===== src/rtl/uart_pkg.sv =====
`default_nettype none
// ============================================================================
//  Module      : uart_pkg
//  Description : Shared definitions for the UART receiver: receiver FSM state
//                encoding, oversampling ratio, in-bit sample tick positions
//                and the 3-sample majority vote.
//  Config      : UART_RX_PARITY_EN adds the PARITY state to the encoding.
//  Revision    : 1.0 - initial release
// ============================================================================
package uart_pkg;

  // Oversampling ratio: ticks per bit period.
  localparam int OSR = 16;

  // Positions (within the 16-tick bit) of the three majority-vote samples,
  // and the last tick of a bit period.
  localparam logic [3:0] SAMPLE_T0 = 4'd7;
  localparam logic [3:0] SAMPLE_T1 = 4'd8;
  localparam logic [3:0] SAMPLE_T2 = 4'd9;
  localparam logic [3:0] LAST_TICK = 4'd15;

  typedef enum logic [2:0] {
    ST_IDLE   = 3'd0,
    ST_START  = 3'd1,
    ST_DATA   = 3'd2,
    ST_STOP   = 3'd3
`ifdef UART_RX_PARITY_EN
    ,
    ST_PARITY = 3'd4
`endif
  } uart_state_e;

  function automatic logic majority3(input logic a, input logic b, input logic c);
    return (a & b) | (a & c) | (b & c);
  endfunction

endpackage
`default_nettype wire


===== src/rtl/sync_fifo.sv =====
`default_nettype none
// ============================================================================
//  Module      : sync_fifo
//  Description : Single-clock FIFO, power-of-two depth. Head entry is driven
//                combinationally; a pop takes effect on the next clock edge.
//                A push while full is accepted only when a pop happens in the
//                same cycle (count then stays unchanged).
//  Ports       : clk, rst (sync, active-high), push, pop, din[WIDTH],
//                dout[WIDTH] (0 when empty), full, empty
//  Revision    : 1.0 - initial release
// ============================================================================
module sync_fifo #(
  parameter int WIDTH = 8,
  parameter int DEPTH = 8
) (
  input  logic             clk,
  input  logic             rst,
  input  logic             push,
  input  logic             pop,
  input  logic [WIDTH-1:0] din,
  output logic [WIDTH-1:0] dout,
  output logic             full,
  output logic             empty
);

  localparam int AW = (DEPTH > 1) ? $clog2(DEPTH) : 1;
  localparam int CW = AW + 1;
  localparam logic [CW-1:0] FULL_COUNT = CW'(DEPTH);

  logic [WIDTH-1:0] mem [DEPTH];
  logic [AW-1:0]    wr_ptr;
  logic [AW-1:0]    rd_ptr;
  logic [CW-1:0]    count;
  logic             do_push;
  logic             do_pop;

  assign empty   = (count == '0);
  assign full    = (count == FULL_COUNT);
  assign do_pop  = pop && !empty;
  assign do_push = push && (!full || do_pop);

  // Masking the head with empty makes dout read 0 after reset without
  // having to clear the storage array.
  assign dout = empty ? '0 : mem[rd_ptr];

  always_ff @(posedge clk) begin
    if (do_push) begin
      mem[wr_ptr] <= din;
    end
  end

  always_ff @(posedge clk) begin
    if (rst) begin
      wr_ptr <= '0;
      rd_ptr <= '0;
      count  <= '0;
    end else begin
      // Pointers wrap naturally because DEPTH is a power of two.
      if (do_push) wr_ptr <= wr_ptr + AW'(1);
      if (do_pop)  rd_ptr <= rd_ptr + AW'(1);
      case ({do_push, do_pop})
        2'b10:   count <= count + CW'(1);
        2'b01:   count <= count - CW'(1);
        default: count <= count;
      endcase
    end
  end

endmodule
`default_nettype wire


===== src/rtl/uart_rx_fifo.sv =====
`default_nettype none
// ============================================================================
//  Module      : uart_rx_fifo
//  Description : 8N1 UART receiver with 16x oversampling, 3-sample majority
//                vote per bit, and a receive FIFO.
//  Config      : define UART_RX_PARITY_EN for an even-parity bit between the
//                data bits and the stop bit (bad parity -> frame_err, drop).
//  Ports       : clk, rst      - clock, synchronous active-high reset
//                rx            - asynchronous serial input, idle high
//                dout[7:0]     - FIFO head byte (valid while rdy)
//                rdy           - FIFO not empty
//                rd_en         - pop head byte (ignored while rdy is 0)
//                frame_err     - 1-cycle pulse on bad stop (or parity) bit
//                overrun       - 1-cycle pulse when a good byte is dropped
//  Revision    : 1.0 - initial release
// ============================================================================
module uart_rx_fifo
  import uart_pkg::*;
#(
  parameter int CLK_SPEED  = 50000000,
  parameter int BAUD       = 115200,
  parameter int FIFO_DEPTH = 8
) (
  input  logic       clk,
  input  logic       rst,
  input  logic       rx,
  output logic [7:0] dout,
  output logic       rdy,
  input  logic       rd_en,
  output logic       frame_err,
  output logic       overrun
);

  localparam int DIV_RAW = CLK_SPEED / (BAUD * OSR);
  localparam int DIV     = (DIV_RAW < 1) ? 1 : DIV_RAW;
  localparam int DIV_W   = (DIV > 1) ? $clog2(DIV) : 1;
  localparam logic [DIV_W-1:0] DIV_LAST = DIV_W'(DIV - 1);

  // --------------------------------------------------------------------------
  // Input synchroniser plus one extra stage for falling-edge detection.
  // --------------------------------------------------------------------------
  logic rx_meta;
  logic rx_sync;
  logic rx_prev;

  always_ff @(posedge clk) begin
    if (rst) begin
      rx_meta <= 1'b1;
      rx_sync <= 1'b1;
      rx_prev <= 1'b1;
    end else begin
      rx_meta <= rx;
      rx_sync <= rx_meta;
      rx_prev <= rx_sync;
    end
  end

  // --------------------------------------------------------------------------
  // Free-running oversample tick generator.
  // --------------------------------------------------------------------------
  logic [DIV_W-1:0] div_cnt;
  logic             tick;

  assign tick = (div_cnt == DIV_LAST);

  always_ff @(posedge clk) begin
    if (rst) begin
      div_cnt <= '0;
    end else if (tick) begin
      div_cnt <= '0;
    end else begin
      div_cnt <= div_cnt + DIV_W'(1);
    end
  end

  // --------------------------------------------------------------------------
  // Receiver FSM
  // --------------------------------------------------------------------------
  uart_state_e state;
  logic [3:0]  bit_tick;
  logic [2:0]  bit_idx;
  logic [7:0]  shreg;
  logic        samp_a;
  logic        samp_b;
  logic        wait_high;
  logic        maj;
  logic        parity_ok;
  logic        stop_sample;
  logic        good_byte;
  logic        fifo_full;
  logic        fifo_empty;
  logic        fifo_push;

  // The third vote is taken live at tick 9, so the decision for a bit is
  // available in the same cycle as its last sample.
  assign maj = majority3(samp_a, samp_b, rx_sync);

`ifdef UART_RX_PARITY_EN
  logic par_bad;
  assign parity_ok = !par_bad;
`else
  assign parity_ok = 1'b1;
`endif

  assign stop_sample = (state == ST_STOP) && !wait_high && tick && (bit_tick == SAMPLE_T2);
  assign good_byte   = stop_sample && maj && parity_ok;
  // A full FIFO still accepts the byte when the head is popped in this cycle.
  assign fifo_push   = good_byte && (!fifo_full || rd_en);

  always_ff @(posedge clk) begin
    if (rst) begin
      state     <= ST_IDLE;
      bit_tick  <= '0;
      bit_idx   <= '0;
      shreg     <= '0;
      samp_a    <= 1'b0;
      samp_b    <= 1'b0;
      wait_high <= 1'b0;
`ifdef UART_RX_PARITY_EN
      par_bad   <= 1'b0;
`endif
    end else begin
      if (tick) begin
        bit_tick <= bit_tick + 4'd1;
        if (bit_tick == SAMPLE_T0) samp_a <= rx_sync;
        if (bit_tick == SAMPLE_T1) samp_b <= rx_sync;
      end

      case (state)
        ST_IDLE: begin
          if (rx_prev && !rx_sync) begin
            state    <= ST_START;
            bit_tick <= '0;
          end
        end

        ST_START: begin
          if (tick && (bit_tick == SAMPLE_T2) && maj) begin
            state <= ST_IDLE;               // false start: glitch on idle line
          end else if (tick && (bit_tick == LAST_TICK)) begin
            state   <= ST_DATA;
            bit_idx <= '0;
          end
        end

        ST_DATA: begin
          if (tick && (bit_tick == SAMPLE_T2)) begin
            shreg <= {maj, shreg[7:1]};     // LSB arrives first
          end
          if (tick && (bit_tick == LAST_TICK)) begin
            if (bit_idx == 3'd7) begin
`ifdef UART_RX_PARITY_EN
              state <= ST_PARITY;
`else
              state <= ST_STOP;
`endif
            end else begin
              bit_idx <= bit_idx + 3'd1;
            end
          end
        end

`ifdef UART_RX_PARITY_EN
        ST_PARITY: begin
          if (tick && (bit_tick == SAMPLE_T2)) begin
            // Even parity: data ones plus parity bit must be even.
            par_bad <= maj ^ (^shreg);
          end
          if (tick && (bit_tick == LAST_TICK)) begin
            state <= ST_STOP;
          end
        end
`endif

        ST_STOP: begin
          if (wait_high) begin
            // After a bad stop bit, hold off until the line is idle again so
            // a break is not mistaken for a new start bit.
            if (rx_sync) begin
              state     <= ST_IDLE;
              wait_high <= 1'b0;
            end
          end else if (tick && (bit_tick == SAMPLE_T2)) begin
            if (maj) begin
              state <= ST_IDLE;
            end else begin
              wait_high <= 1'b1;
            end
          end
        end

        default: state <= ST_IDLE;
      endcase
    end
  end

  // --------------------------------------------------------------------------
  // Status pulses
  // --------------------------------------------------------------------------
  always_ff @(posedge clk) begin
    if (rst) begin
      frame_err <= 1'b0;
      overrun   <= 1'b0;
    end else begin
      frame_err <= stop_sample && (!maj || !parity_ok);
      overrun   <= good_byte && fifo_full && !rd_en;
    end
  end

  // --------------------------------------------------------------------------
  // Receive FIFO
  // --------------------------------------------------------------------------
  sync_fifo #(
    .WIDTH (8),
    .DEPTH (FIFO_DEPTH)
  ) u_fifo (
    .clk   (clk),
    .rst   (rst),
    .push  (fifo_push),
    .pop   (rd_en),
    .din   (shreg),
    .dout  (dout),
    .full  (fifo_full),
    .empty (fifo_empty)
  );

  assign rdy = !fifo_empty;

endmodule
`default_nettype wire


===== config.mk =====
export PLATFORM = sky130hd
export DESIGN_NAME = uart_rx_fifo
export DESIGN_NICKNAME = d
export VERILOG_FILES = /design/src/rtl/uart_pkg.sv /design/src/rtl/sync_fifo.sv /design/src/rtl/uart_rx_fifo.sv
export SDC_FILE = /design/constraint.sdc
export NUM_CORES = 1
export LEC_CHECK = 0
export CAP_MARGIN = 20
export CORE_UTILIZATION = 58
export CTS_BUF_LIST = sky130_fd_sc_hd__clkbuf_4
export DETAILED_ROUTE_END_ITERATION = 10
export PLACE_DENSITY = 0.76
export SYNTH_ARGS = -nofsm -noshare
export SYNTH_HDL_FRONTEND = slang
export SYNTH_SLANG_ARGS = --single-unit

===== constraint.sdc =====
create_clock -name clk -period 5.8 [get_ports clk]
set_input_delay 0.87 -clock clk [delete_from_list [all_inputs] [get_ports clk]]
set_output_delay 0.87 -clock clk [all_outputs]
set_load 0.02 [all_outputs]

==> results.txt <==
* Tightest Pin Transition: ~0.9 ns
* Routed vias/inst: ~5.6
- For the worst setup path, the data arrival time is 2.48 ns.
* Count of nets left with antenna violations after detail routing: 0
- The min-delay analysis places its worst path in the category reg -> reg.
- Number of distinct library cells after synthesis: 50
* Routed wire per std cell: around 17 um
* Ant diodes: 0
- Number of synthesis warnings: 0
- Dividing total power by cell area gives a power density of roughly 250 mW/mm^2.
- The worst setup path is captured at an output pin.
- In this run the worst path has a maximum fanout of 16.
- Sorting the synthesized cells by area gives the leading types as edfxtp_1 (43%), dfxtp_1 (19%), mux4_2 (8.1%).
- DRC Markers: 0
- Die boundary width: about 89 um
* Cell taking the most area after synthesis: edfxtp_1
- The number of failing hold endpoints at the final stage came to 0.
- The H-tree generated during clock tree synthesis spans 3 levels.
* DP HPWL: between 4 and 5 mm
* Via count of the first global-routing pass: approximately 2400
* R2r startpoint: div_cnt[0]
- Number of nets at the end of the flow: around 360
- Number of flops mapped to enable cells by yosys: 64
- After clock tree synthesis, the setup repair step added 0 buffers.
- The die is 89.5 um tall.
* Synth Cell Area: approximately 0.0044 mm^2
- In this run, the number of DRC markers left after iteration 0 of detailed routing was roughly 110.
* GP Congestion: 0.852
- After clock tree synthesis, the flow added hold-fix buffers numbering 0.
* Depth of the most critical reg-to-reg path: 12
- Overflow left after global routing: 0
- Compared with the post-synthesis result, the final layout area differs by 8.23%.
- Highest ir drop seen on vdd: ~130 uV
* Max Fclk: roughly 300 MHz
- On the final layout, the worst hold slack is between 0.4 and 0.5 ns.
- TritonCTS buffer count: 9
- Count of cells resized by post-cts repair: 0
* Area share of the largest cell type after synthesis: 43.3%
- The region available for standard cell placement spans 0.00733 mm^2.
- The critical path ends at dout[4].
- First-pass detailed-route iteration total: 4
- The routed design has roughly 7.3 mm of wire.
- The number of nets in the synthesized netlist is roughly 340.
- Of the cells placed in the final design, the portion with a size suffix greater than 1 is 15.4%.
- MaxCap Viol Count: 0
* RSZ-0062 raised after global routing: no
* Later-pin clock latency in the skew report: between 0.4 and 0.5 ns
- Reg clk slew, reported paths: 0.15 ns
- Final worst-path cycle share: 57.7%
- The clock passes through at most 2 buffers.
- STA classifies the critical path startpoint as a register.
- Global routing consumed, over all layers together, between 20% and 30% of the routing resources.
* Top Ports: 15
- For this run, asynchronously set or reset flops after synthesis account for 0%.
- Total number of vias: around 2500
- Between clock sinks in the finished design, the worst skew comes to between 0.02 and 0.025 ns.
* Number of placement rows: 31
* Outcome: finished, final reports clean
- Clock Sinks: around 110
- Cells after synthesis: 323
- The first global-routing pass estimated approximately 12 mm of wire.
- Crit Path Class: reg -> out
- For flop-to-flop paths, the worst setup slack is 3.02 ns.
- Mean cell area of the mapped netlist: 13.7 um^2
- For this configuration, the core starts out at a cell density of about three fifths.
* LEAKAGE: 1.64 nW
- Worst endpoint required time: between 4 and 5 ns
* TNS Setup: 0 ns
- Worst slew margin relative to its limit: slightly below 40%
- After synthesis the netlist holds a flip-flop and latch count of ~110.
* Clock tree from TritonCTS: built
* CTS Root Cell: clkbuf_4
- Final critical-path required period: 3.35 ns
- Setup violations remaining at the end of the flow were counted as 0.
* Maximum number of pins on one net before global-route repair: 33
- The die covers approximately 0.0080 mm^2.
- The initial antenna violation count is 0.
- The number of slew-limit violations in the final report is 0.
- Main synth FF type: edfxtp_1
- The share of the Yosys chip area taken by registers is 62.7%.
* Worst r2r dst: u_fifo.count[2]
- Number of buffers inserted by port buffering: 14
==> metrics by stage <==
stage	utilization [%]	setup WS [ns]	power, mW	cell area [um^2]	instances
global route	65.5	2.27	1.23	4800	443
detailed placement	63.6	2.49	0.834	4660	427
CTS	65.5	2.38	1.20	4800	443
global placement	63.6	2.52	0.833	4660	427
finish	65.5	2.45	1.19	4800	443
floorplan	-	3.15	0.829	4440	323
==> power breakdown <==
group / internal [mW] / total (mW) / switching [mW]
Clock: 0.147 / 0.373 / 0.226
Sequential: 0.799 / 0.802 / 0.00342
Combinational: 0.00641 / 0.0150 / 0.00855
Total: 0.952 / 1.19 / 0.238
==> synthesized netlist by cell type (all sizes together), types with 4 or more instances <==
library cell	instances
nor2	40
nand2	16
o21ai	9
nand3	11
buf	11
xor2	8
ha	12
nor3	5
mux2i	19
dfxtp	43
mux4	16
inv	9
nor4	4
nand2b	5
or2	4
a21oi	13
edfxtp	64
==> cells by family after synthesis <==
| family | share of synthesized area, % |
|---|---|
| buffers and inverters | 2.45 |
| muxes | 12.7 |
| AOI/OAI and AO/OA | 4.82 |
| DFF | 62.7 |
| xor gates and xnor gates | 1.97 |
| adders and majority gates | 3.69 |
| and+or+nand+nor | 11.7 |
==> sequential cells by signal (all words and copies together), names as in the netlist, 2 cells and up, named ones only <==
register and count:
bit_idx 3, bit_tick 4, div_cnt 5, shreg 8, state 2, u_fifo.count 4
u_fifo.mem 64, u_fifo.rd_ptr 3, u_fifo.wr_ptr 3
==> cell usage in the layout, fill, tap and decap left out, drive strengths merged, types with 3 or more instances in the layout <==
| cell | n |
|---|---|
| or2 | 4 |
| or3 | 3 |
| nor2 | 40 |
| nand2 | 16 |
| mux2i | 19 |
| edfxtp | 64 |
| a21oi | 13 |
| xor2 | 8 |
| nand2b | 5 |
| nand3 | 11 |
| nor3 | 5 |
| mux4 | 16 |
| ha | 12 |
| nor4 | 4 |
| inv | 11 |
| clkbuf | 12 |
| clkdlybuf4s50 | 14 |
| o21ai | 9 |
| a31o | 3 |
| dfxtp | 43 |
| buf | 4 |
==> routing by layer <==
| layer | GRT usage (%) | share of wire [%] |
|---|---|---|
| met5 | 0 | 0 |
| met4 | 6.49 | 1.3 |
| met3 | 4.43 | 3.2 |
| met2 | 36.5 | 53 |
| met1 | 26.7 | 43 |
==> area by class of cell <==
class | instances | area [um^2]
clock inverter | 4 | 50.0
sequential | 107 | 2780
multi-input combinational | 194 | 1550
fill | 529 | 2530
clock buffer | 12 | 90.1
inverter | 9 | 33.8
timing repair buffer | 18 | 170
tap | 99 | 124
==> how the worst min path moves through the flow <==
stage             from  endpoint  slack, ns  cells after the start
2_1_floorplan  rx_meta   rx_sync       0.39                      1
3_3_place_gp   rx_meta   rx_sync       0.39                      1
3_5_place_dp   rx_meta   rx_sync       0.40                      1
4_1_cts        rx_meta   rx_sync       0.44                      1
5_1_grt        rx_meta   rx_sync       0.46                      1
6_report       rx_meta   rx_sync       0.43                      1
==> worst max-delay path, cell delays in order, from the launching register on <==
cell	delay (ns)
dfxtp_1	0.85
mux4_2	0.40
mux2i_1	0.19
nor2_1	0.06
clkdlybuf4s50_1	0.54
Note: power is estimated with default switching activity, not from simulation.
